$ cat config.mk
export PLATFORM = sky130hd
export DESIGN_NAME = memory_access_ctrl
export DESIGN_NICKNAME = d
export VERILOG_FILES = /design/src/rtl/mem_ctrl_pkg.sv /design/src/rtl/mem_timeout_ctr.sv /design/src/rtl/memory_access_ctrl.sv
export SDC_FILE = /design/constraint.sdc
export NUM_CORES = 1
export LEC_CHECK = 0
export CAP_MARGIN = 30
export CORE_MARGIN = 3
export CORE_UTILIZATION = 42
export DETAILED_ROUTE_END_ITERATION = 10
export GPL_ROUTABILITY_DRIVEN = 0
export PLACE_DENSITY = 0.85
export SYNTH_ARGS = -nofsm -noshare
export SYNTH_HDL_FRONTEND = slang
export SYNTH_HIERARCHICAL = 1
export SYNTH_SLANG_ARGS = --single-unit
$ cat constraint.sdc
create_clock -name clk -period 6.95 [get_ports clk]
set_input_delay 1.39 -clock clk [delete_from_list [all_inputs] [get_ports clk]]
set_output_delay 1.39 -clock clk [all_outputs]
set_load 0.01 [all_outputs]
$ cat src/rtl/mem_ctrl_pkg.sv
`timescale 1ns/1ps
// Shared encodings for the memory-access controller: FSM states, operation
// codes, default timeout limit and the op decoder used at capture time.
package mem_ctrl_pkg;

  typedef enum logic [1:0] {
    ST_IDLE   = 2'd0,
    ST_ACCESS = 2'd1,
    ST_DONE   = 2'd2,
    ST_ERR    = 2'd3
  } state_t;

  typedef enum logic [1:0] {
    OP_FETCH = 2'd0,
    OP_LOAD  = 2'd1,
    OP_STORE = 2'd2
  } op_t;

  localparam int TIMEOUT_CYCLES_DEF = 15;

  // is_str only matters for data accesses; fetches never store.
  function automatic op_t decode_op(input logic sel_add_bus, input logic is_str);
    op_t op;
    if (!sel_add_bus) begin
      op = OP_FETCH;
    end else if (is_str) begin
      op = OP_STORE;
    end else begin
      op = OP_LOAD;
    end
    return op;
  endfunction

endpackage

$ cat src/rtl/mem_timeout_ctr.sv
`timescale 1ns/1ps
// Wait-cycle counter for the ACCESS state. expired flags the cycle in which
// the next increment would make the count equal to limit.
module mem_timeout_ctr #(
  parameter int CNT_W = 8
) (
  input  logic             clk,
  input  logic             reset,
  input  logic             clear,
  input  logic             enable,
  input  logic [CNT_W-1:0] limit,
  output logic             expired
);

  logic [CNT_W-1:0] count_q;
  logic [CNT_W-1:0] count_d;
  logic [CNT_W:0]   count_inc;

  assign count_inc = {1'b0, count_q} + {{CNT_W{1'b0}}, 1'b1};

  always_comb begin
    count_d = count_q;
    if (clear) begin
      count_d = '0;
    end else if (enable) begin
      count_d = count_inc[CNT_W-1:0];
    end
  end

  always_ff @(posedge clk or posedge reset) begin
    if (reset) begin
      count_q <= '0;
    end else begin
      count_q <= count_d;
    end
  end

  assign expired = enable && !clear && (count_inc == {1'b0, limit});

endmodule

$ cat src/rtl/memory_access_ctrl.sv
`timescale 1ns/1ps
// Single-transaction memory access controller (fetch / load / store) with
// registered Moore outputs. Defining MEM_TIMEOUT_EN adds the ACCESS timeout and ERR path.
module memory_access_ctrl
  import mem_ctrl_pkg::*;
#(
  parameter int ADDR_W         = 16,
  parameter int DATA_W         = 32,
  parameter int TIMEOUT_CYCLES = TIMEOUT_CYCLES_DEF
) (
  input  logic              clk,
  input  logic              reset,
  input  logic              start,
  input  logic              sel_add_bus,
  input  logic              is_str,
  input  logic [ADDR_W-1:0] addr_in,
  input  logic [DATA_W-1:0] wdata_in,
  output logic [ADDR_W-1:0] mem_addr,
  output logic              mem_rd_en,
  output logic              mem_wr_en,
  output logic [DATA_W-1:0] mem_wdata,
  input  logic [DATA_W-1:0] mem_rdata,
  input  logic              mem_ready,
  output logic [DATA_W-1:0] data_out,
  output logic              busy,
  output logic              done,
  output logic              err,
  output logic [1:0]        dbg_state
);

  // Handshake: mem_rd_en / mem_wr_en act as a valid that is held steady with
  // mem_addr / mem_wdata until mem_ready is sampled high on a rising edge;
  // the transfer completes on exactly that edge and the enable drops after it.

  if (TIMEOUT_CYCLES < 1 || TIMEOUT_CYCLES > 255) begin : g_bad_timeout
    $error("memory_access_ctrl: TIMEOUT_CYCLES must be in 1..255");
  end

  state_t            state_q, state_d;
  op_t               op_q, op_d;
  logic [ADDR_W-1:0] addr_q, addr_d;
  logic [DATA_W-1:0] wdata_q, wdata_d;
  logic [DATA_W-1:0] data_q, data_d;
  logic              rd_en_q, rd_en_d;
  logic              wr_en_q, wr_en_d;
  logic              busy_q, busy_d;
  logic              done_q, done_d;

`ifdef MEM_TIMEOUT_EN
  localparam logic [7:0] TMO_LIMIT = 8'(TIMEOUT_CYCLES);

  logic tmo_clear;
  logic tmo_en;
  logic tmo_expired;
  logic err_q, err_d;

  mem_timeout_ctr #(
    .CNT_W (8)
  ) u_timeout (
    .clk     (clk),
    .reset   (reset),
    .clear   (tmo_clear),
    .enable  (tmo_en),
    .limit   (TMO_LIMIT),
    .expired (tmo_expired)
  );
`endif

  always_comb begin
    state_d = state_q;
    op_d    = op_q;
    addr_d  = addr_q;
    wdata_d = wdata_q;
    data_d  = data_q;
`ifdef MEM_TIMEOUT_EN
    tmo_clear = 1'b0;
    tmo_en    = 1'b0;
`endif
    case (state_q)
      ST_IDLE: begin
        if (start) begin
          op_d   = decode_op(sel_add_bus, is_str);
          addr_d = addr_in;
          if (op_d == OP_STORE) begin
            wdata_d = wdata_in;
          end
`ifdef MEM_TIMEOUT_EN
          tmo_clear = 1'b1;
`endif
          state_d = ST_ACCESS;
        end
      end
      ST_ACCESS: begin
        // A ready on the limit cycle completes normally rather than timing out.
        if (mem_ready) begin
          if (op_q != OP_STORE) begin
            data_d = mem_rdata;
          end
          state_d = ST_DONE;
        end else begin
`ifdef MEM_TIMEOUT_EN
          tmo_en = 1'b1;
          if (tmo_expired) begin
            state_d = ST_ERR;
          end
`endif
        end
      end
      default: state_d = ST_IDLE;
    endcase

    busy_d  = (state_d != ST_IDLE);
    rd_en_d = (state_d == ST_ACCESS) && (op_d != OP_STORE);
    wr_en_d = (state_d == ST_ACCESS) && (op_d == OP_STORE);
    done_d  = (state_d == ST_DONE);
`ifdef MEM_TIMEOUT_EN
    err_d   = (state_d == ST_ERR);
`endif
  end

  always_ff @(posedge clk or posedge reset) begin
    if (reset) begin
      state_q <= ST_IDLE;
      op_q    <= OP_FETCH;
      addr_q  <= '0;
      wdata_q <= '0;
      data_q  <= '0;
      rd_en_q <= 1'b0;
      wr_en_q <= 1'b0;
      busy_q  <= 1'b0;
      done_q  <= 1'b0;
    end else begin
      state_q <= state_d;
      op_q    <= op_d;
      addr_q  <= addr_d;
      wdata_q <= wdata_d;
      data_q  <= data_d;
      rd_en_q <= rd_en_d;
      wr_en_q <= wr_en_d;
      busy_q  <= busy_d;
      done_q  <= done_d;
    end
  end

`ifdef MEM_TIMEOUT_EN
  always_ff @(posedge clk or posedge reset) begin
    if (reset) begin
      err_q <= 1'b0;
    end else begin
      err_q <= err_d;
    end
  end
  assign err = err_q;
`else
  assign err = 1'b0;
`endif

  assign mem_addr  = addr_q;
  assign mem_wdata = wdata_q;
  assign mem_rd_en = rd_en_q;
  assign mem_wr_en = wr_en_q;
  assign data_out  = data_q;
  assign busy      = busy_q;
  assign done      = done_q;
  assign dbg_state = state_q;

endmodule

Word-level counts from Yosys, hierarchy flattened
Index checks and enable logic that the tools add are counted.
Storage, ports and cells
  bits in registers: 88
  input bits: 86
  output and inout bits: 87
  word-level logic and storage cells: 32
Cells by class
  equality and inequality tests: 7
  multiplexer cells: 9
  reductions and logical operators: 7
Operators with widths (number)
  2-to-1 mux 2 bit: 8
  equality test 2 bit, second input constant: 3
  AND reduction 3 bit: 2
  equality test 2 x 1 -> 1 bit, second input constant: 2
  != test 2 bit, second input constant: 2
  one-hot mux 2 bit (2 select lines): 1
  logical AND 1 bit: 2
  zero test 2 bit: 1
  AND reduction 2 bit: 1
  nonzero test 2 bit: 1

Logic depth before layout (Yosys ltp)
Gate-level depths: netlist (run 1).
  depth in word-level cells: 8
  gate-level depth with buffers: 5
  depth with buffers taken out: 3

Worst setup path before layout (run 1)
Ideal clock, no wire load.
  path type: input to register
  start: input start
  end: register wdata_q[10] (netlist: mem_wdata[10])
  setup time: 0.127 ns
  data arrival time: 2.463 ns
  data required time: 6.823 ns
  setup slack: 4.360 ns
  cell stages on the path: 5
  buffers on the path: 2
  cell sequence: nor3b_4 -> and3_1 -> buf_4 -> buf_6 -> mux2_1
Between the ends
  longest elaborated chain between the ends: 1
Ends and longest elaborated chain
  start, declared: RTL line memory_access_ctrl.sv:13  | input logic start,
  AND reduction 3 bit (no line)
  end signal, assigned: RTL line memory_access_ctrl.sv:136  | wdata_q <= wdata_d;
  end, declared: RTL line memory_access_ctrl.sv:42  | logic [DATA_W-1:0] wdata_q, wdata_d;
Every way passes these cells.
A chain may end at the register's enable or synchronous reset.

Final worst setup path (run 1)
  start: input start
  end: register wdata_q[28] (netlist: mem_wdata[28])
The elaborated chain is that of the path after synthesis.

==> results of run 1 <==
-- power by group through the flow --
stage               Combinational [mW]  Clock, mW  Sequential [mW]
finish                           0.996      0.350            0.889
global route                      1.07      0.384            0.918
CTS                               1.01      0.360            0.892
detailed placement                1.01          0            0.901
global placement                 0.988          0            0.889
floorplan                        0.277          0             1.01
-- metrics by stage --
stage	cells	power [mW]
after floorplan	233	1.28
after global placement	495	1.88
after detailed placement	495	1.91
after CTS	511	2.27
after global routing	511	2.37
final	511	2.23
-- registers in the layout, summed over array words and instances, names as in the netlist --
register,count
mem_rd_en,1
data_out,32
done,1
busy,1
mem_wdata,32
dbg_state,2
op_q,2
mem_wr_en,1
mem_addr,16
-- cells in the mapped netlist (all sizes together) --
| cell | n |
|---|---|
| o21ba | 1 |
| clkbuf | 3 |
| and3 | 1 |
| nand3 | 1 |
| buf | 8 |
| inv | 2 |
| nor3 | 1 |
| nor3b | 2 |
| or3b | 1 |
| a21oi | 1 |
| nor2 | 2 |
| conb | 1 |
| nand3b | 1 |
| dfrtp | 88 |
| nor2b | 1 |
| nand2 | 55 |
| mux2 | 64 |
-- metal layers --
layer	vias to the layer above	wire [µm]	track usage (%)	part of all wire, %
met5	-	0	0	0
met4	0	96	6.37	1.2
met3	8	781	5.74	9.9
met2	104	3900	29.8	50
met1	1154	3080	20.9	39
li1	1117	-	-	-
-- kinds of logic (layout without fill, tap and decap cells) --
logic type	after synthesis	in the layout
AND/OR/NAND/NOR	65	65
other	1	1
multiplexers	64	64
AO/OA/AOI/OAI	2	2
buffers and inverters	13	192
flip-flops	88	88
-- critical path, delay by kind of cell --
family                 cells  cell delay, ns
buffers and inverters      2            0.89
and+or+nand+nor            2            0.85
muxes                      1            0.38
-- area by class of cell --
class	count	share of cell area, %
clock inverter	3	0.756
clock buffer	13	3.00
inverter	2	0.165
multi-input combinational	132	19.4
tap	99	2.34
timing repair buffer	174	32.7
sequential	88	41.6
-- worst paths after layout --
kind                                              to  cells past startpoint
setup / recovery           mem_wdata[28]$_DFFE_PP0P_                      5
hold / removal               mem_addr[6]$_DFFE_PP0P_                      2
setup reg to reg           mem_wdata[28]$_DFFE_PP0P_                      4
hold reg to reg              mem_addr[6]$_DFFE_PP0P_                      2
max in group asynchronous   mem_wdata[1]$_DFFE_PP0P_                      3
min in group asynchronous  mem_wdata[10]$_DFFE_PP0P_                      2
-- cell usage in the layout, fill, tap and decap left out, types with 2 or more instances in the layout --
| cell type | instances |
|---|---|
| clkbuf_1 | 2 |
| buf_4 | 3 |
| mux2_1 | 31 |
| mux2_2 | 33 |
| clkbuf_8 | 11 |
| clkinv_2 | 3 |
| clkdlybuf4s50_1 | 171 |
| nand2_1 | 55 |
| dfrtp_1 | 88 |
| nor2_1 | 2 |
==> results.md, run 1 <==
* Status: complete, no violations
* Post-Synth Adder-Cell Area at 0%
* Clk_lat worst skew at 0.33 ns
* Initial core utilization at 44.4%
* FF+latch count, synth at 88
* Max cap viols at 0
* P per Cell Area at 422 nW/µm²
* Seq pwr share at 39.8%
* Synth Warn # at 6
* Int Power at 1.57 mW
* Hold Path Class: flip-flop to flip-flop
* CTS Sinks at 88
* Clk root buf: clkbuf_8
* Fraction of layout cells with a size suffix above 1 at 13.3%
* Antenna violations before repair at 0
* DRC violations left at 0
* Critical path type: input pin to flip-flop
* # rows at 31
* Leakage dissipation at 2.31 nW
* HPWL after DPL at 6.06 mm
* Switching portion of total power at 29.9%
* Final WS setup at 3.62 ns
* Post-CTS setup buffer count at 0
* Setup violators final at 0
* Clock share of power at 15.6%
* Reg-to-Reg Start: dbg_state[1]$_DFF_PP0_
* WL final at 7.85 mm
* CP cell instances: clkdlybuf4s50_1 -> nor3b_4 -> and3_1 -> buf_4 -> mux2_1
* Max-slew headroom at 54.2%
* Worst Path Required at 7.16 ns
* Final hold vios at 0
* DR vias at 2383
* Register area share after synthesis at 66.6%
* Core Util, Final at 71.1%
* CP Capture Type: flip-flop
* Routed Antenna Nets at 0
* Remaining global-route overflow at 0
* Post-CTS Resized at 0
* Hold path start: mem_addr[6]$_DFFE_PP0P_
* Hold Buf Count CTS at 0
* Die ar. at 8980 µm²
* H-tree depth at 3
* Vias in the first global route at 2480
* Largest net degree at the start of global routing at 52
* Peak Freq at 300 MHz
* First-pass GRT wire length at 12.0 mm
* FF/Latch Area at 2200 µm²
* Xor/xnor share of the synthesized area at 0%
* Final Max Slew Viols at 0
* Final Cycle Share at 47.9%
* CP Data Arrival Time at 3.54 ns
* Ant diodes at 0
* Cell Area, Synth at 3310 µm²
* Post-DP Area at 5100 µm²
* Post-synthesis cell type count at 21
* Overall routing resource usage at 17.6%
* Worst slack, placed at 3.25 ns
* Actual slew at the worst max-slew pin at 0.686 ns
* Post-synthesis compound-gate area fraction at 0.454%
* Port bufs at 171
* Drt wl/cell at 15.4 µm
* Setup TNS at 0 ns
* Crit-path slowest cell: nor3b_4
* Synth-to-Final Area Change at 60.1%
* Initial DRT Pass Iterations at 4
* Area contributors post-synth: dfrtp_1 (67%), mux2_2 (11%), mux2_1 (11%), nand2_1 (6.2%), buf_6 (1.0%)
* Top-area cell type share of the netlist area at 66.6%
* Clock buffer count from CTS at 9
* Largest family of logic cells by synthesized area: multiplexers
* Post-Syn Nets at 319
* Multi-input gate area at 1030 µm²
* Mux cell area share after synthesis at 21.8%
* Fin nets at 493
* Slowest stage delay, CP at 0.61 ns
* Die X at 94.8 µm
* Post-Layout Inst Area at 5300 µm²
* Starting DRT DRC Count at 50
* RSZ-0062 raised after global routing: false
* Area share of and/or/nand/nor cells after synthesis at 8.59%
* Post-Syn Instances at 233
* Worst-path clk slew at 0.09 ns
* Routed vias/inst at 4.66
* Avg Inst Size Synth at 14.2 µm²
* Max VDD drop at 186 µV
* Die H at 94.8 µm
* Longest Clk Path Bufs at 2
* Gate power share at 44.5%
* Startpoint types: input pin
* Hold WS at 0.477 ns
* Setup crit start: start
* Fillers at 545
* Io pins at 173
* Reg-to-reg setup timing slack at 4.67 ns
* Skew final at 0.0114 ns
* Tmin final at 3.33 ns
* Sw power at 0.669 mW
* CP max FO at 33
* CORE AREA at 7450 µm²
* CTS tree: done
* Post-synth top area cell: dfrtp_1
(Power assumes the default switching activity.)
==> inputs of run 2 (changes only) <==
--- a/config.mk
+++ b/config.mk
@@ -7,10 +7,10 @@
 export LEC_CHECK = 0
 export CAP_MARGIN = 30
 export CORE_MARGIN = 3
-export CORE_UTILIZATION = 42
+export CORE_UTILIZATION = 35
 export DETAILED_ROUTE_END_ITERATION = 10
 export GPL_ROUTABILITY_DRIVEN = 0
-export PLACE_DENSITY = 0.85
+export PLACE_DENSITY = 0.75
 export SYNTH_ARGS = -nofsm -noshare
 export SYNTH_HDL_FRONTEND = slang
 export SYNTH_HIERARCHICAL = 1
==> constraint.sdc (replaced) <==
create_clock -name clk -period 2.99 [get_ports clk]
set_input_delay 0.598 -clock clk [delete_from_list [all_inputs] [get_ports clk]]
set_output_delay 0.598 -clock clk [all_outputs]
set_load 0.01 [all_outputs]
==> run 2 against run 1 <==
  * Die area rose by 19%
  * Utilization fell by 11 points
  * Sequential power rose by 130%
  * Clock-buffer cell count rose by 1
  * Via count rose by 0.34%
  * Critical path depth fell by 4
  * Hold slack got worse by 0.0022 ns
  * Worst setup slack got worse by 2.7 ns
  * Combinational power rose by 130%
  * Highest routed layer unchanged
==> results.md, run 2 (synthesis results as in run 1) <==
* Status: complete, no violations
* Slowest stage delay, CP at 0.62 ns (about the same)
* HPWL after DPL at 6.19 mm (+2.1%)
* P per Cell Area at 989 nW/µm² (+130%)
* Dpl cells at 507 (+2.4%)
* Starting DRT DRC Count at 18 (-64%)
* First-pass GRT wire length at 12.6 mm (+4.9%)
* CTS tree: done
* Tmin final at 2.07 ns
* Setup violators final at 0 (unchanged)
* Ant diodes at 0 (unchanged)
* Switching portion of total power at 29.3% (-0.67 points)
* WL final at 8.07 mm (+2.8%)
* DR vias at 2391 (+0.34%)
* Clk root buf: clkbuf_8
* Peak Freq at 482 MHz
* Leakage dissipation at 2.34 nW (+1.5%)
* Initial core utilization at 37.0% (-7.4 points)
* Setup crit start: dbg_state[1]$_DFF_PP0_
* Clock buffer count from CTS at 9 (unchanged)
* Setup TNS at 0 ns (unchanged)
* Worst Path Buf+Inv at 1 (-1)
* Hold Path Class: flip-flop to flip-flop
* Final hold vios at 0 (unchanged)
* Fin nets at 496 (+0.61%)
* Max VDD drop at 490 µV (+160%)
* Post-DP Area at 5140 µm² (+0.91%)
* M3 GR Usage at 5.16% (-0.57 points)
* Reg-to-Reg Start: dbg_state[1]$_DFF_PP0_
* Synth-to-Final Area Change at 62.6%
* Startpoint types: flip-flop
* CP Data Arrival Time at 1.48 ns (-2.06 ns)
* Post-CTS Resized at 0 (unchanged)
* Die H at 103 µm (+8.9%)
* Io pins at 173 (unchanged)
* Clock share of power at 17.5% (+1.9 points)
* Largest net degree at the start of global routing at 52 (unchanged)
* DRC violations left at 0 (unchanged)
* Post-CTS setup buffer count at 0 (unchanged)
* Gate power share at 43.9% (-0.6 points)
* Fraction of layout cells with a size suffix above 1 at 14.0% (+0.63 points)
* H-tree depth at 3 (unchanged)
* Remaining global-route overflow at 0 (unchanged)
* GRT met1 Usage at 19.1% (-1.8 points)
* Max-slew headroom at 56.2% (+2.0 points)
* Initial DRT Pass Iterations at 4 (unchanged)
* Sw power at 1.56 mW (+130%)
* Most frequent cells in the layout: clkdlybuf4s50_1 (171), dfrtp_1 (88), nand2_1 (55)
* Leading cell type in the layout, fill and taps excluded: clkdlybuf4s50_1
* Final Non-Filler Cells at 523 (+2.3%)
* Max cap viols at 0 (unchanged)
* Int Power at 3.76 mW (+140%)
* Critical path type: flip-flop to output port
* Met2 Track Usage GR at 24.8% (-5.1 points)
* Final Max Slew Viols at 0 (unchanged)
* RSZ-0062 raised after global routing: false
* Vias in the first global route at 2519 (+1.6%)
* Actual slew at the worst max-slew pin at 0.656 ns (-0.0305 ns)
* Routed Antenna Nets at 0 (unchanged)
* Longest Clk Path Bufs at 2 (unchanged)
* Clk_lat worst skew at 0.34 ns (about the same)
* Overall routing resource usage at 15.2% (-2.4 points)
* Drt wl/cell at 15.4 µm (+0.41%)
* Gr busiest metal: met2
* # rows at 34 (+9.7%)
* Worst Path Required at 2.39 ns (-4.77 ns)
* Die ar. at 10700 µm² (+19%)
* CORE AREA at 8930 µm² (+20%)
* Worst-path clk slew at 0.08 ns (about the same)
* Post-Layout Inst Area at 5380 µm² (+1.5%)
* Hold path start: op_q[1]$_DFF_PP0_
* CP Capture Type: output port
* Hold Buf Count CTS at 0 (unchanged)
* Crit-path slowest cell: clkdlybuf4s50_1
* Seq pwr share at 38.6% (-1.2 points)
* CP max FO at 7 (-79%)
* Port bufs at 171 (unchanged)
* Antenna violations before repair at 0 (unchanged)
* Routed vias/inst at 4.57 (-2.0%)
* CTS Sinks at 88 (unchanged)
* Final Cycle Share at 69.4%
* Die X at 103 µm (+8.9%)
* Fillers at 753 (+38%)
* Tot Pwr at 5.32 mW (+140%)
* CP cell instances: clkdlybuf4s50_1
* Crit-path leading delay family: buffers and inverters
* Skew final at 0.00556 ns (-0.00586 ns)
## run 2: area by class of cell
cell class	instances	area (µm²)	share of cell area [%]
sequential	88	2200	40.9
timing repair buffer	177	1770	32.9
multi-input combinational	132	1030	19.1
clock buffer	14	173	3.21
tap	108	135	2.51
clock inverter	2	60.1	1.12
inverter	2	8.76	0.163
## run 2: metal layers
metal | part of all wire, % | up-vias
li1 | - | 1124
met1 | 41 | 1151
met2 | 48 | 106
met3 | 10 | 10
met4 | 1.3 | 0
met5 | 0 | -
## run 2: worst paths after layout
path | endpoint | slack (ns) | depth (start not counted)
worst max-delay path | dbg_state[1] | 0.92 | 1
worst max register to register | mem_wdata[20]$_DFFE_PP0P_ | 1.22 | 4
worst min-delay path | op_q[1]$_DFF_PP0_ | 0.48 | 2
worst min register to register | op_q[1]$_DFF_PP0_ | 0.48 | 2
max in group asynchronous | data_out[21]$_DFFE_PP0P_ | 1.64 | 3
min in group asynchronous | data_out[5]$_DFFE_PP0P_ | 0.65 | 2
## run 2: through the flow
stage | setup WS [ns] | utilization [%] | hold slack, ns
global placement | 0.698 | 57.6 | 0.454
CTS | 0.887 | 60.2 | 0.477
detailed placement | 0.605 | 57.6 | 0.457
finish | 0.916 | 60.2 | 0.475
global route | 0.852 | 60.2 | 0.504
floorplan | 0.113 | - | 0.439
## run 2: power groups by stage
stage | clock [mW] | combinational (mW) | sequential, mW
after detailed placement | 0 | 2.38 | 2.08
final | 0.932 | 2.33 | 2.05
after CTS | 0.965 | 2.38 | 2.06
after global placement | 0 | 2.33 | 2.07
after global routing | 1.02 | 2.51 | 2.14
after floorplan | 0 | 0.643 | 2.34
==> inputs of run 3 (changes only) <==
--- a/config.mk
+++ b/config.mk
@@ -7,10 +7,10 @@
 export LEC_CHECK = 0
 export CAP_MARGIN = 30
 export CORE_MARGIN = 3
-export CORE_UTILIZATION = 35
+export CORE_UTILIZATION = 39
 export DETAILED_ROUTE_END_ITERATION = 10
 export GPL_ROUTABILITY_DRIVEN = 0
-export PLACE_DENSITY = 0.75
+export PLACE_DENSITY = 0.79
 export SYNTH_ARGS = -nofsm -noshare
 export SYNTH_HDL_FRONTEND = slang
 export SYNTH_HIERARCHICAL = 1
==> constraint.sdc (replaced) <==
create_clock -name clk -period 2 [get_ports clk]
set_input_delay 0.4 -clock clk [delete_from_list [all_inputs] [get_ports clk]]
set_output_delay 0.4 -clock clk [all_outputs]
set_load 0.01 [all_outputs]
==> run 3 against run 2 <==
  * Clock skew is 0.00073 ns higher
  * Utilization rose by 8.0 points
  * Total power up 48%
  * Flip-flop and latch count did not move
  * Clock-buffer cell count stayed put
  * Clock power is 31% higher
  * Via count rose by 0.75%
  * Worst setup slack got worse by 0.82 ns
  * Hold slack lost 0.015 ns
  * Non-clock buffer count rose by 4
  * Largest cell class unchanged
==> results.md, run 3 (synthesis results as in run 1) <==
* Post-CTS setup buffer count at 0 (unchanged)
* Remaining global-route overflow at 0 (unchanged)
* CTS tree: done
* # rows at 32 (-5.9%)
* Slowest stage delay, CP at 0.64 ns (+0.02 ns)
* Starting DRT DRC Count at 46 (+28)
* Status: complete, no violations
* Worst Path Required at 1.60 ns (-0.79 ns)
* Ant diodes at 0 (unchanged)
* Fin nets at 500 (+0.81%)
* Antenna violations before repair at 0 (unchanged)
* Final hold vios at 0 (unchanged)
* Die X at 98.1 µm (-5.0%)
* Vias in the first global route at 2645 (+5.0%)
* Hold WS at 0.460 ns (-0.0152 ns)
* Peak Freq at 526 MHz
* Largest net degree at the start of global routing at 34 (-35%)
* Die ar. at 9620 µm² (-9.7%)
* Initial core utilization at 41.5% (+4.5 points)
* Post-CTS Resized at 0 (unchanged)
* Actual slew at the worst max-slew pin at 0.542 ns (-0.114 ns)
* H-tree depth at 3 (unchanged)
* Max cap viols at 0 (unchanged)
* Die H at 98.1 µm (-5.0%)
* CORE AREA at 7970 µm² (-11%)
* Hold Buf Count CTS at 0 (unchanged)
* HPWL after DPL at 6.44 mm (+4.1%)
* Worst Path Buf+Inv at 1 (unchanged)
* Dpl cells at 505 (-0.39%)
* Leading cell type in the layout, fill and taps excluded: clkdlybuf4s50_1
* Final Max Slew Viols at 0 (unchanged)
* Crit-path slowest cell: clkdlybuf4s50_1
* Overall routing resource usage at 17.9% (+2.7 points)
* Fraction of layout cells with a size suffix above 1 at 14.6% (+0.58 points)
* Worst-path clk slew at 0.08 ns (about the same)
* Setup violators final at 0 (unchanged)
* Skew final at 0.00629 ns (+0.000734 ns)
* CP Capture Type: output port
* Max-slew headroom at 63.8% (+7.5 points)
* Clk root buf: clkbuf_8
* Setup TNS at 0 ns (unchanged)
* First-pass GRT wire length at 13.5 mm (+6.9%)
* Max VDD drop at 793 µV (+62%)
* Clock buffer count from CTS at 9 (unchanged)
* CTS Sinks at 88 (unchanged)
* Critical path type: flip-flop to output port
* Io pins at 173 (unchanged)
* CP max FO at 7 (unchanged)
* Tmin final at 1.90 ns
* Startpoint types: flip-flop
* Routed Antenna Nets at 0 (unchanged)
* CP cell instances: clkdlybuf4s50_1
* Tot Pwr at 7.87 mW (+48%)
* Synth-to-Final Area Change at 64.2%
* Most frequent cells in the layout: clkdlybuf4s50_1 (171), dfrtp_1 (88), nand2_1 (55)
* DR vias at 2409 (+0.75%)
* Crit-path leading delay family: buffers and inverters
* Final Cycle Share at 95.0%
* Final Non-Filler Cells at 521 (-0.38%)
* Hold Path Class: input pin to asynchronous set/reset pin
* RSZ-0062 raised after global routing: false
* Initial DRT Pass Iterations at 4 (unchanged)
* WL final at 8.25 mm (+2.3%)
* Core Util, Final at 68.2% (+8.0 points)
* DRC violations left at 0 (unchanged)
* Leakage dissipation at 2.35 nW (+0.65%)
* P per Cell Area at 1450 nW/µm² (+46%)
* Longest Clk Path Bufs at 2 (unchanged)
* Clk_lat worst skew at 0.34 ns (about the same)
* Port bufs at 171 (unchanged)
* Drt wl/cell at 15.8 µm (+2.7%)
* Routed vias/inst at 4.62 (+1.1%)
* CP Data Arrival Time at 1.50 ns (+0.02 ns)
-- run 3: area by class of cell --
class,instances,area [µm²]
multi-input cells,132,1030
repair buffers,181,1860
clock inverters,2,37.5
flip-flops and latches,88,2200
inverters,2,11.3
well taps,102,128
clock buffers,14,163
fillers,626,2530
-- run 3: stage by stage --
| stage | setup WS (ns) | area (µm²) |
|---|---|---|
| after floorplan | 0.281 | 3310 |
| after global routing | 0.0282 | 5430 |
| final | 0.0999 | 5430 |
| after CTS | 0.0678 | 5430 |
| after detailed placement | -0.0216 | 5230 |
| after global placement | 0.0132 | 5230 |
-- run 3: final timing paths --
path,start,endpoint,slack [ns],cells after the start
min in group clk,op_q[0]$_DFF_PP0_,op_q[0]$_DFF_PP0_,0.47,2
max reg2reg,dbg_state[1]$_DFF_PP0_,mem_wdata[29]$_DFFE_PP0P_,0.34,4
min reg2reg,op_q[0]$_DFF_PP0_,op_q[0]$_DFF_PP0_,0.47,2
max,dbg_state[1]$_DFF_PP0_,dbg_state[1],0.1,1
min,reset,mem_wdata[23]$_DFFE_PP0P_,0.46,2
max in group asynchronous,reset,mem_addr[1]$_DFFE_PP0P_,1.04,3
-- run 3: power breakdown --
part	total (mW)	switching (mW)	internal (mW)
registers	3.10	0.455	2.64
logic	3.55	1.32	2.23
clock network	1.22	0.575	0.649
total	7.87	2.35	5.52
-- run 3: routing by layer --
metal | global-route usage (%) | part of all wire, % | vias to the layer above
met5 | 0 | 0 | -
met1 | 22.3 | 41 | 1159
met4 | 4.15 | 0.78 | 0
met2 | 28.7 | 49 | 107
met3 | 8.00 | 9.6 | 6
li1 | - | - | 1137
==> variant 1, RTL diff (settings of run 2) <==
Encoding of `op_t`: now one-hot (3 bits for 3 values).
--- a/src/rtl/mem_ctrl_pkg.sv
+++ b/src/rtl/mem_ctrl_pkg.sv
@@ -10,10 +10,10 @@
     ST_ERR    = 2'd3
   } state_t;
 
-  typedef enum logic [1:0] {
-    OP_FETCH = 2'd0,
-    OP_LOAD  = 2'd1,
-    OP_STORE = 2'd2
+  typedef enum logic [2:0] {
+    OP_FETCH = 3'b001,
+    OP_LOAD  = 3'b010,
+    OP_STORE = 3'b100
   } op_t;
 
   localparam int TIMEOUT_CYCLES_DEF = 15;
Check against the original RTL: same outputs for any inputs over 4 cycles, from zero or initial values and one cycle with reset high; so few cycles prove little.
==> variant 1 against run 2 <==
Non-clock buffer count unchanged. Worst hold slack gained 0.0033 ns. Worst setup slack got worse by 0.050 ns. Core utilization fell by 1.8 points. Power shrank 6.4%. Sequential cell count increased by 1. Routed wire length increased by 0.72%. Final area grew 1.3%. Largest cell class unchanged. Die area up 2.0%. Synthesized cell count increased by 3.0%. Area after synthesis rose by 2.1%. First-iteration DRC count rose to 2.7 times the old value.
==> variant 1: results <==
group,metric,value,unit
grt,grt_pass1_wl,13300,um
setup_path,r2r_slack,1.26,ns
synth,ys_types,22,
place,dp.cells,534,
sta,relSlewSlack,50.9,%
synth,synth.yosys.seq_area_share,66.0,%
drt,wl_per_cell,14.8,um
setup_path,crit_path_max_incr_delay,0.64,ns
synth,synth_commonest_cells,"88 x dfrtp_1, 55 x nand2_1, 33 x mux2_2",
sta,timing.final.crit_share,71.0,%
drt,routed-via-count,2469,
grt,grt_pass1_vias,2537,
place,hpwlAfterDp,6120,um
setup_path,crit_path_max_fanout,8,
cells_and_area,nets,502,
sta,finClkSkew,0.00932,ns
synth,synth_top_area_share,65.2,%
sta,hold_slack,0.478,ns
grt,grtUsageTotal,15.4,%
setup_path,worstPathArrival,1.53,ns
power,p_leak,0.00235,uW
synth,syn_nets,326,
cells_and_area,layout-drive-gt1-share,14.3,%
grt,grt_max_degree,42,
status,status,"completed",
power,peakVddDrop,399,uV
place,placed_area,0.00522,mm2
synth,synthTopCellsByArea,"dfrtp_1 65%, mux2_2 11%, mux2_1 10%",
synth,synth_cells,240,
==> variant 1: cell types whose count changed in the layout (fill, tap and decap cells not counted), sizes merged <==
cell,delta
nor3b,+1
a21o,+1
inv,+1
clkbuf,-4
clkinv,+2
nor2b,-1
clkinvlp,+1
nor2,+2
o21ba,-1
nand2b,+2
dfstp,+1
o21ai,+1
==> variant 1: cells by family after synthesis <==
group | count (synthesis) | synth area share [%]
other | 1 | 0.111
DFF | 89 | 66.0
AOI/OAI and AO/OA | 3 | 0.519
muxes | 64 | 21.3
buffers and inverters | 14 | 3.00
and+or+nand+nor | 69 | 9.04
==> variant 1: cell type report <==
cell class / instances / area, um2
Sequential cell: 89 / 2230
Clock inverter: 6 / 90.1
Clock buffer: 10 / 138
Fill cell: 782 / 3880
Inverter: 2 / 8.76
Timing Repair Buffer: 177 / 1770
Multi-Input combinational cell: 137 / 1050
Tap cell: 129 / 161
==> variant 1: layer usage <==
metal  global-route usage (%)  part of all wire, %  vias to the layer above
met1                     19.6                   43                     1200
met5                        0                    0                        -
met2                     24.2                   48                      108
met4                     5.51                  1.4                        0
li1                         -                    -                     1151
met3                     5.40                  8.0                       10
==> variant 1: final timing paths <==
kind | to | cells after the start | start
min in group asynchronous | data_out[17] | 2 | reset
worst max-delay path | dbg_state[1] | 1 | dbg_state[1]
worst min register to register | op_q[1] | 2 | op_q[1]
worst min-delay path | op_q[1] | 2 | op_q[1]
max in group asynchronous | done | 3 | reset
worst max register to register | data_out[22] | 4 | dbg_state[0]
==> variant 1: power by group through the flow <==
stage	Combinational, uW	Sequential (uW)	Clock (uW)
finish	2060	1990	930
global route	2200	2070	1010
CTS	2100	2000	966
detailed placement	2090	2020	0
global placement	2060	2010	0
floorplan	551	2250	0
==> variant 2, RTL diff (settings of run 2) <==
Without the edit above. Build with the macro `MEM_TIMEOUT_EN` defined.
--- a/src/rtl/memory_access_ctrl.sv
+++ b/src/rtl/memory_access_ctrl.sv
@@ -1,6 +1,8 @@
 `timescale 1ns/1ps
 // Single-transaction memory access controller (fetch / load / store) with
 // registered Moore outputs. Defining MEM_TIMEOUT_EN adds the ACCESS timeout and ERR path.
+`define MEM_TIMEOUT_EN
+
 module memory_access_ctrl
   import mem_ctrl_pkg::*;
 #(
Behaviour: no difference found for any inputs over 4 cycles, from zero or initial values and one cycle with reset high; that may be too few to reach the edited logic, so the function may still have changed.
==> variant 2 against run 2 <==
Fmax decreased by 7.3%. Sequential cell count up 9. Final area increased by 17%. Area after synthesis up 22%. Worst setup slack got worse by 0.16 ns. Worst hold slack got worse by 0.0084 ns. Core utilization is 3.3 points lower. Clock skew fell by 0.0017 ns. Via count is 25% higher. Register-to-register slack lost 0.42 ns. Final cell count grew 24%. Power increased by 9.9%. Synthesized cell count up 37%. Routed wire length increased by 27%.
==> variant 2: results <==
group,metric,value,unit
drt,dr.first_iter.drc_count,95,
cells_and_area,nFillCells,930,
cells_and_area,nets,591,
cells_and_area,antenna_cells,0,
power,peakVddDrop,466,uV
drt,routed-via-count,2985,
synth,ys.warnings.count,6,
place,port_buffers,172,
grt,grtUsageTotal,16.0,%
synth,synth_commonest_cells,"97 x dfrtp_1, 57 x nand2_1, 33 x mux2_2",
clock_network,ctsLongestPathBuffers,2,
sta,relSlewSlack,65.2,%
synth,ys_types,44,
drt,wl_per_cell,15.8,um
grt,grt_max_degree,43,
drt,ant_nets,0,
synth,synthTopCellsByArea,"dfrtp_1 60%, mux2_2 9.2%, mux2_1 8.6%",
drt,wl_met2,5040,um
drt,wl_met1,4270,um
synth,synth.yosys.seq_area_share,59.9,%
grt,met3_usage,2.55,%
sta,finalSetupViolCount,0,
setup_path,worstPathArrival,2.46,ns
grt,grt_util_met1,19.5,%
clock_network,numCtsBuffers,9,
grt,grt_pass1_wl,16100,um
clock_network,cts-root-buf,"clkbuf_16",
place,dp.cells,633,
setup_path,crit_path_max_fanout,8,
drt,wl_met3,601,um
drt,highest_layer,"met4",
min_path,holdCritPathClass,"flop to flop",
grt,grt_pass1_vias,3178,
clock_network,cts.clk_slew.worst_paths,0.06,ns
clock_network,htree_levels,3,
clock_network,clock_latency,0.34,ns
drt,drt_pass1_iterations,4,
clock_network,post_cts.repair.setup_buffers,0,
drt,vias_per_cell,4.61,
clock_network,cts_resized,0,
status,status,"completed",
cells_and_area,layout-drive-gt1-share,12.2,%
place,hpwlAfterDp,7720,um
grt,use_met2,27.2,%
sta,finClkSkew,0.00389,ns
power,p_leak,0.00272,uW
synth,synth_cells,319,
synth,async_flop_share,100,%
grt,antenna_found_initial,0,
## variant 2: area by class of cell
class,instances,share of cell area [%]
inverters,6,0.377
well taps,140,2.78
clock buffers,10,3.79
repair buffers,179,28.5
flip-flops and latches,97,38.5
multi-input cells,211,24.0
clock inverters,5,2.03
## variant 2: critical path, cell delays in order
cell and delay, ns:
clkdlybuf4s50_1 0.43, or3b_1 0.20, inv_2 0.08, nor4b_1 0.33, o2111ai_1 0.18, nor4_2 0.29, nor3b_1 0.09, o21bai_1 0.18
nor3b_1 0.08
## variant 2: final timing paths
path,start,end,slack (ns),cells past startpoint
worst max-delay path,start,mem_rd_en,0.75,9
worst min-delay path,op_q[1],op_q[1],0.47,2
worst max register to register,u_timeout/count_q[0],mem_rd_en,0.80,9
worst min register to register,op_q[1],op_q[1],0.47,2
max in group asynchronous,reset,mem_wdata[18],1.70,3
min in group asynchronous,reset,u_timeout/count_q[5],0.56,2
## variant 2: report_power, final
| group | switching [uW] | internal (uW) | total, uW |
|---|---|---|---|
| clock network | 479 | 920 | 1400 |
| logic | 875 | 1400 | 2270 |
| registers | 305 | 1870 | 2170 |
## variant 2: cell families (layout without fill, tap and decap cells)
family / count (synthesis) / in the layout / synth area share [%]
compound gates: 15 / 15 / 2.41
fa+ha+maj: 1 / 1 / 0.309
simple gates: 102 / 102 / 12.0
flops: 97 / 97 / 59.9
xor+xnor: 12 / 12 / 2.59
other cells: 2 / 14 / 0.185
mux: 67 / 67 / 18.7
buf+inv: 23 / 200 / 3.98
## variant 2: through the flow
step | worst slack, ns | utilization, % | instance area, um2
after floorplan | 0.0851 | - | 4100
after global placement | 0.472 | 53.6 | 5940
after detailed placement | 0.406 | 53.6 | 5940
after CTS | 0.763 | 56.9 | 6300
after global routing | 0.560 | 56.9 | 6300
final | 0.753 | 56.9 | 6300
